**src/rtl/interrupt_sequencer_pkg.sv**
```systemverilog
// Shared types and constants for the interrupt entry sequencer.
// Holds the sequence states, latched source encoding and default vector addresses.
package interrupt_sequencer_pkg;

    typedef enum logic [2:0] {
        IDLE,
        PUSH_PCH,
        PUSH_PCL,
        PUSH_P,
        VEC_LO,
        VEC_HI
    } seq_state_e;

    typedef enum logic [1:0] {
        NONE,
        IRQ,
        NMI,
        RST
    } int_src_e;

    localparam logic [1:0] DSEL_PCH  = 2'd0;
    localparam logic [1:0] DSEL_PCL  = 2'd1;
    localparam logic [1:0] DSEL_P    = 2'd2;
    localparam logic [1:0] DSEL_NONE = 2'd3;

    localparam logic [15:0] DEFAULT_NMI_VECTOR   = 16'hFFFA;
    localparam logic [15:0] DEFAULT_RESET_VECTOR = 16'hFFFC;
    localparam logic [15:0] DEFAULT_IRQ_VECTOR   = 16'hFFFE;

endpackage

```
**src/rtl/interrupt_source_latch.sv**
```systemverilog
// Priority-encodes the injector source flags and holds the result for a whole
// interrupt entry sequence.
module interrupt_source_latch
    import interrupt_sequencer_pkg::*;
(
    input  logic       clk,
    input  logic       nrst,
    input  logic       enable_i,
    input  logic       capture_i,
    input  logic       reset_i,
    input  logic       nmi_i,
    input  logic       irq_i,
    output logic [1:0] src_o
);

    int_src_e src_q, src_d;

    // A pending interrupt with no flag set is treated as an IRQ.
    always_comb begin
        src_d = src_q;
        if (enable_i && capture_i) begin
            if (reset_i)      src_d = RST;
            else if (nmi_i)   src_d = NMI;
            else if (irq_i)   src_d = IRQ;
            else              src_d = IRQ;
        end
    end

    always_ff @(posedge clk or negedge nrst) begin
        if (!nrst) src_q <= NONE;
        else       src_q <= src_d;
    end

    assign src_o = src_q;

endmodule

```
**src/rtl/interrupt_sequencer.sv**
```systemverilog
// Takes over the control path at an instruction boundary to run the interrupt
// entry sequence: push PCH, PCL, P, then fetch the vector low/high bytes.
module interrupt_sequencer
    import interrupt_sequencer_pkg::*;
#(
    parameter logic [15:0] NMI_VECTOR   = DEFAULT_NMI_VECTOR,
    parameter logic [15:0] RESET_VECTOR = DEFAULT_RESET_VECTOR,
    parameter logic [15:0] IRQ_VECTOR   = DEFAULT_IRQ_VECTOR
) (
    input  logic        clk,
    input  logic        nrst,
    input  logic        enableFFs,
    input  logic        pendingInterrupt,
    input  logic        nmiGenerated,
    input  logic        irqGenerated,
    input  logic        resetDetected,
    input  logic        instructionBoundary,
    output logic        interruptStarted,
    output logic        seqActive,
    output logic        stackWrite,
    output logic        stackDecrement,
    output logic [1:0]  dataOutSel,
    output logic        setIFlag,
    output logic [15:0] vectorAddr,
    output logic        loadPCL,
    output logic        loadPCH
);

    seq_state_e  state_q, state_d;
    logic [1:0]  latched_src;
    logic        trigger;
    logic        is_reset;
    logic [15:0] vec_lo;

    assign trigger = (state_q == IDLE) && pendingInterrupt && instructionBoundary;

    interrupt_source_latch u_src_latch (
        .clk       (clk),
        .nrst      (nrst),
        .enable_i  (enableFFs),
        .capture_i (trigger),
        .reset_i   (resetDetected),
        .nmi_i     (nmiGenerated),
        .irq_i     (irqGenerated),
        .src_o     (latched_src)
    );

    assign is_reset = (latched_src == RST);

    always_comb begin
        case (latched_src)
            RST:     vec_lo = RESET_VECTOR;
            NMI:     vec_lo = NMI_VECTOR;
            default: vec_lo = IRQ_VECTOR;
        endcase
    end

    always_ff @(posedge clk or negedge nrst) begin
        if (!nrst) state_q <= IDLE;
        else       state_q <= state_d;
    end

    always_comb begin
        state_d = state_q;
        if (enableFFs) begin
            case (state_q)
                IDLE:     if (trigger) state_d = PUSH_PCH;
                PUSH_PCH: state_d = PUSH_PCL;
                PUSH_PCL: state_d = PUSH_P;
                PUSH_P:   state_d = VEC_LO;
                VEC_LO:   state_d = VEC_HI;
                VEC_HI:   state_d = IDLE;
                default:  state_d = IDLE;
            endcase
        end
    end

    // Pulses are qualified by enableFFs so a stalled cycle never repeats an action.
    always_comb begin
        seqActive        = (state_q != IDLE);
        interruptStarted = 1'b0;
        stackWrite       = 1'b0;
        stackDecrement   = 1'b0;
        dataOutSel       = DSEL_NONE;
        setIFlag         = 1'b0;
        vectorAddr       = '0;
        loadPCL          = 1'b0;
        loadPCH          = 1'b0;
        case (state_q)
            PUSH_PCH: begin
                dataOutSel     = DSEL_PCH;
                stackWrite     = enableFFs && !is_reset;
                stackDecrement = enableFFs;
            end
            PUSH_PCL: begin
                dataOutSel     = DSEL_PCL;
                stackWrite     = enableFFs && !is_reset;
                stackDecrement = enableFFs;
            end
            PUSH_P: begin
                dataOutSel       = DSEL_P;
                stackWrite       = enableFFs && !is_reset;
                stackDecrement   = enableFFs;
                setIFlag         = enableFFs;
                interruptStarted = enableFFs;
            end
            VEC_LO: begin
                vectorAddr = vec_lo;
                loadPCL    = enableFFs;
            end
            VEC_HI: begin
                vectorAddr = vec_lo + 16'd1;
                loadPCH    = enableFFs;
            end
            default: ;
        endcase
    end

endmodule

```
**config.mk**
```make
export PLATFORM = sky130hd
export DESIGN_NAME = interrupt_sequencer
export DESIGN_NICKNAME = d
export VERILOG_FILES = /design/src/rtl/interrupt_sequencer_pkg.sv /design/src/rtl/interrupt_source_latch.sv /design/src/rtl/interrupt_sequencer.sv
export SDC_FILE = /design/constraint.sdc
export NUM_CORES = 1
export LEC_CHECK = 0
export ABC_CLOCK_PERIOD_IN_PS = 2100
export BUFFER_PORTS_ARGS = -buffer_cell sky130_fd_sc_hd__buf_4
export CAP_MARGIN = 0
export CORE_AREA = 3 3 40 42
export CTS_CLUSTER_SIZE = 25
export DETAILED_ROUTE_END_ITERATION = 7
export DIE_AREA = 0 0 43 45
export GPL_TIMING_DRIVEN = 0
export HOLD_SLACK_MARGIN = 0.1
export PLACE_DENSITY = 0.73
export SYNTH_ARGS = -nofsm -noshare
export SYNTH_HDL_FRONTEND = slang
export SYNTH_HIERARCHICAL = 1
export SYNTH_SLANG_ARGS = --single-unit
```
**constraint.sdc**
```tcl
create_clock -name clk -period 2.1 [get_ports clk]
set_input_delay 0 -clock clk [delete_from_list [all_inputs] [get_ports clk]]
set_output_delay 0 -clock clk [all_outputs]
set_load 0.01 [all_outputs]
```
==> impl_results.md, run 1 <==
- Clk_skew: 1.67 ps
- CTS H-tree lvls: 1
- Final worst-path cycle share: approximately nine tenths
- Worst Hold End: state_q[0]
- Fill count: roughly 110
- Io pins: 33
- Die H: between 40 and 50 um
- Pwr/cell area: ~1200 nW/um2
- Layout cells sized above 1: 54.1%
- Die X-Extent: around 43 um
- Worst skew pair latency: roughly 240 ps
- Vias in the first global route: between 400 and 500
- Startpoint types: flop
- Starting Density: 35.6%
- N_diodes: 0
- Synth top area cells: dfrtp_1 27%, buf_4 21%, nand2b_1 6.8%
- Critical Setup Path Class: flop to flop
- Hold Vio Cnt, Final: 0
- Clk sinks: 5
- FP Rows: 13
- Slew margin rel.: a little under 80%
- Count leader, synth: buf_4
- Post-Syn Nets: 65
- Leakage: roughly 0.44 nW
- Max Fclk: ~520 MHz
- CTS Buffer Depth: 2
- Worst VDD drop: 0.623 mV
- PortBufs: 31
- Fin worst setup slack: 190 ps
- Antenna viol nets, final: 0
- Post-DR wirelength/cell: between 10 and 15 um
- All-Layer GR Usage: between 10% and 20%
- Flops & latches, synth: 5
- Slew @ Worst Pin: 314 ps
- Final min period: 1910 ps
- Largest net degree at the start of global routing: 14
- Nets: between 100 and 150
- R2R Path End: u_src_latch/src_o[0]
- Drt first pass iters: 4
- Most area-hungry cell type in the Yosys netlist: dfrtp_1
- CP Capture Type: flop
- Hold depth: 3
- Largest fanout on the critical path: 9
- Clock root buffer: clkbuf_4
- Seq/Total Area, Yosys: between 20 and 30%
- Core Box Area: between 1000 and 1500 um2
- Grt ovf: 0
- Status: finished, final reports clean
- Slew Limit Fails: 0
- Cell variety after synth: 23
- Clock transition at the registers of the reported paths: around 40 ps
- Final core utilization: 61.9%
- Initial antenna violation count: 0
- RD Place Congestion: just under 0.8
- First DRT Iteration DRCs: 12
- Global-route wire length before repair: slightly below 2 mm
- Final WL: between 1 and 1.5 mm
- Async SR Flop Fraction: between 90% and 100%
- Worst path arrival time: 2090 ps
- Max-Cap Viols: 0
- Top cells by count, synth: 13 x buf_4, 6 x nor2_1, 5 x dfrtp_1, 5 x nand2b_1
- Min-Delay Path Class: input port to flop
- CP Data Required Time: about 2300 ps
- CTS tree: done
- HP Start: pendingInterrupt
- Mapped Cells: 57
- Synthesis Warnings: 6
- DRC viols: 0
- CTS Buf Count: 3
- Area growth syn-to-layout: 73.8%
- RSZ-0062 raised after global routing: false
- Share of the synthesized area in the top cell type: between 20% and 30%
- Full die area: between 1500 and 2000 um2
- PostCTS Resize Cnt: 0
- Top FF cell, synth: dfrtp_1
- Setup TNS: 0 ps
- Flip-flop and latch area: around 130 um2
- Netlist Area Pre-Place: 458 um2
- Overall Power: around 0.00098 W
- RR Startpoint: state_q[0]
- Endpoints failing setup: 0
- EDFF count, synth: 0
- R2R depth: 6
- DP HPWL: 873 um
- Detailed-route via count: 507
- Synth Area per Inst: between 8 and 9 um2
- Via density per instance: between 4 and 5
- DP Worst Slack: between 700 and 800 ps
- Reg2Reg Setup Slack: between 150 and 200 ps
- Multi-input logic area: between 150 and 200 um2
==> through the flow <==
| step | hold WS (ps) | instances | instance area [um2] |
|---|---|---|---|
| after floorplan | -296 | 57 | 458 |
| after global placement | -196 | 103 | 709 |
| after detailed placement | -195 | 103 | 709 |
| after CTS | 150 | 113 | 796 |
| after global routing | 164 | 113 | 796 |
| final | 159 | 113 | 796 |
==> cell usage in the layout (no fill, tap or decap), drive strengths merged <==
master	Yosys	layout
buf	15	46
nor2	7	7
dlygate4sd3	0	6
nand2b	5	5
dfrtp	5	5
clkbuf	1	5
inv	4	4
a21oi	4	4
nand2	2	2
or2b	2	2
a211oi	2	2
or3	1	1
xor2	1	1
o21ai	1	1
or3b	1	1
o311ai	1	1
and2	1	1
o31ai	1	1
o2bb2ai	1	1
a41oi	1	1
a31oi	1	1
==> how the worst max path moves through the flow <==
stage | startpoint | endpoint
after global routing | state_q[0] | u_src_latch/src_o[1]
after detailed placement | state_q[0] | u_src_latch/src_o[0]
after CTS | state_q[0] | u_src_latch/src_o[0]
final | state_q[0] | u_src_latch/src_o[0]
after floorplan | state_q[1] | u_src_latch/src_o[0]
after global placement | state_q[1] | u_src_latch/src_o[0]
==> final cells by class <==
cell class                 count  share of cell area [%]
tap                           15                    2.36
buffer                        16                    14.9
sequential                     5                    15.7
timing repair buffer          37                    36.8
clock buffer                   4                    3.30
inverter                       4                    1.89
multi-input combinational     32                    25.0
==> flip-flops by register name, indices dropped and copies added (netlist names) <==
| name | flops |
|---|---|
| state_q | 3 |
| u_src_latch/src_o | 2 |
==> where the power goes <==
group	switching (W)	internal, W	total, W
logic	0.000307	0.000396	0.000703
clock network	0.0000400	0.0000719	0.000112
registers	0.0000283	0.000139	0.000167
total	0.000375	0.000607	0.000982
==> worst max-delay path: stages, from the launching register on <==
cell	delay [ps]
dfrtp_1	350
clkbuf_2	170
or3_4	350
nor2_2	180
a21oi_1	80
a41oi_1	150
dlygate4sd3_1	560
==> metal layers <==
| metal | routed length (um) | track usage, % | vias to the layer above |
|---|---|---|---|
| li1 | - | - | 259 |
| met3 | 125 | 1.59 | 0 |
| met5 | 0 | 0 | - |
| met1 | 462 | 15.6 | 221 |
| met4 | 0 | 7.23 | 0 |
| met2 | 568 | 23.4 | 27 |
==> cells by family after synthesis <==
| family | after synthesis | synth area share [%] |
|---|---|---|
| flops | 5 | 27.3 |
| xor+xnor | 1 | 1.91 |
| buf+inv | 20 | 29.2 |
| simple gates | 19 | 24.0 |
| compound gates | 12 | 17.5 |
==> repair_timing <==
action	CTS	global route
endpoints found under the hold margin	8	0
hold buffers	6	0
buffers inserted	0	0
Power figures use the tool's default switching activity.
==> run 2, diff against run 1 <==
Settings changed: GPL_TIMING_DRIVEN 0 to not set.
==> run 2 against run 1 <==
Effect of this change:
- wire length shrank 3.8%
- register-to-register slack worse by 90 ps
- clock power shrank 4%
- critical path depth decreased by 1
- core utilization fell by 9.9 points
- maximum frequency decreased by 4.4%
- sequential cell count unchanged
- non-clock buffer count fell by 17
==> impl_results.md, run 2 (same netlist as run 1, synthesis figures left out) <==
- CP Capture Type: flop (unchanged)
- Initial antenna violation count: 0 (unchanged)
- Worst path arrival time: 2170 ps (was 2090 ps)
- R2R Path End: u_src_latch/src_o[0] (unchanged)
- Via density per instance: 4.75 (was 4.49)
- Max layer used: met3 (unchanged)
- CTS Buf Count: 3 (unchanged)
- HP Start: resetDetected (was pendingInterrupt)
- DRC viols: 0 (unchanged)
- Starting Density: 35.6% (unchanged)
- Worst Setup EP: u_src_latch/src_o[0] (unchanged)
- Slew margin rel.: 77.1% (was 78.9%)
- Io pins: 33 (unchanged)
- Non-Filler Instances: 96 (was 113)
- CTS Buffer Depth: 2 (unchanged)
- Slew Limit Fails: 0 (unchanged)
- Detailed-route via count: 456 (was 507)
- Hold Vio Cnt, Final: 0 (unchanged)
- Final min period: 2000 ps (was 1910 ps)
- Worst skew pair latency: 240 ps (about the same)
- FP Rows: 13 (unchanged)
- Largest net degree at the start of global routing: 14 (unchanged)
- Clk_skew: 2.22 ps (was 1.67 ps)
- Largest fanout on the critical path: 12 (was 9)
- Number of flip-flops in the largest register: 3 (unchanged)
- Global-route wire length before repair: 1.73 mm (was 1.96 mm)
- Most common cell after layout, fill and taps aside: buf_4 (unchanged)
- Drt first pass iters: 4 (unchanged)
- Die X-Extent: 43 um (unchanged)
- Vias in the first global route: 395 (was 459)
- Biggest register: state_q (unchanged)
- Startpoint types: flop (unchanged)
- Antenna viol nets, final: 0 (unchanged)
- Final core utilization: 52.0% (was 61.9%)
- CTS tree: done (unchanged)
- Met2 wire length: 569 um (was 568 um)
- Die H: 45 um (unchanged)
- PortBufs: 31 (unchanged)
- Nets: 90 (was 107)
- Clock transition at the registers of the reported paths: 40 ps (about the same)
- Post-CTS Setup Inserts: 0 (unchanged)
- Clk sinks: 5 (unchanged)
- Max-Cap Viols: 0 (unchanged)
- CP Data Required Time: 2270 ps (was 2280 ps)
- All-Layer GR Usage: 11.8% (was 13.2%)
- Leakage: 0.346 nW (was 0.435 nW)
- Max Fclk: 500 MHz (was 524 MHz)
- RR Startpoint: state_q[2] (was state_q[0])
- Endpoints failing setup: 0 (unchanged)
- Setup TNS: 0 ps (unchanged)
- Min Hold Slack: 115 ps (was 159 ps)
- CTS H-tree lvls: 1 (unchanged)
- Reg2Reg Setup Slack: 100 ps (was 190 ps)
- R2R depth: 5 (was 6)
- Grt ovf: 0 (unchanged)
- Most frequent cells in the layout: 31 x buf_4, 6 x nor2_1, 5 x nand2b_1, 5 x dlygate4sd3_1 (was 44 x buf_4, 6 x nor2_1, 6 x dlygate4sd3_1, 5 x nand2b_1, 5 x dfrtp_1)
- DP HPWL: 796 um (was 873 um)
- Full die area: 1940 um2 (unchanged)
- CP Launch Point: state_q[2] (was state_q[0])
- Post-DR wirelength/cell: 11.6 um (was 10.2 um)
- RSZ-0062 raised after global routing: false (unchanged)
- Min-Delay Path Class: input port to flop (unchanged)
- Core Box Area: 1280 um2 (unchanged)
- N_diodes: 0 (unchanged)
- Slew @ Worst Pin: 339 ps (was 314 ps)
- Fill count: 129 (was 114)
- Clock root buffer: clkbuf_4 (unchanged)
- Worst VDD drop: 0.535 mV (was 0.623 mV)
- DRT met1 WL: 415 um (was 462 um)
- Area growth syn-to-layout: 45.9% (was 73.8%)
- First DRT Iteration DRCs: 4 (was 12)
- Placed cell count: 87 (was 103)
- RD Place Congestion: 0.755 (was 0.793)
- Layout cells sized above 1: 46.9% (was 54.1%)
- Final WL: 1.11 mm (was 1.16 mm)
- Status: finished, final reports clean (unchanged)
- Met3 wire len: 126 um (was 125 um)
- Final worst-path cycle share: 95.2% (was 90.9%)
- Pwr/cell area: 1260 nW/um2 (was 1230 nW/um2)
- Critical Setup Path Class: flop to flop (unchanged)
[run 2: cell types whose count changed in the layout (fill, tap and decap cells not counted), sizes merged]
cell,previous run,this run
dlygate4sd3,6,5
buf,46,31
clkbuf,5,4
[run 2: metrics by stage]
step / total power, W / setup slack [ps] / instance area, um2
3_5_place_dp: 0.000716 / 649 / 591
6_report: 0.000843 / 101 / 668
2_1_floorplan: 0.000576 / 776 / 458
5_1_grt: 0.000911 / 46.1 / 668
3_3_place_gp: 0.000706 / 691 / 591
4_1_cts: 0.000848 / 115 / 667
[run 2: cell type report]
type / instances / area, um2 / share of cell area (%)
Clock buffer: 4 / 26.3 / 3.93
Inverter: 4 / 15.0 / 2.25
Multi-Input combinational cell: 32 / 199 / 29.8
Sequential cell: 5 / 126 / 18.9
Tap cell: 15 / 18.8 / 2.81
Timing Repair Buffer: 36 / 283 / 42.3
[run 2: repair_timing]
action,4_1_cts,5_1_grt
hold buffers,5,0
resized for setup,0,1
hold endpoints to repair,8,0
endpoints found under the setup margin,0,1
[run 2: layer usage]
metal / up-vias / track usage [%]
li1: 226 / -
met1: 204 / 13.9
met2: 26 / 21.0
met3: 0 / 3.19
met4: 0 / 3.61
met5: - / 0
[run 2: critical path, stage by stage (launching register included)]
cell,delay (ps)
dfrtp_2,470
or3_4,420
nor2_2,190
a21oi_1,110
a41oi_1,170
dlygate4sd3_1,570
[run 2: worst min path at each step]
| stage | endpoint | slack (ps) | cells after the start |
|---|---|---|---|
| global route | u_src_latch/src_o[1] | 120 | 3 |
| floorplan | state_q[0] | -300 | 0 |
| detailed placement | u_src_latch/src_o[1] | -190 | 1 |
| CTS | u_src_latch/src_o[1] | 110 | 3 |
| global placement | u_src_latch/src_o[0] | -190 | 1 |
| finish | u_src_latch/src_o[1] | 110 | 3 |
[run 2: power by group]
part | switching, W | internal [W]
clock | 0.0000367 | 0.0000717
combinational | 0.000229 | 0.000285
sequential | 0.0000798 | 0.000140
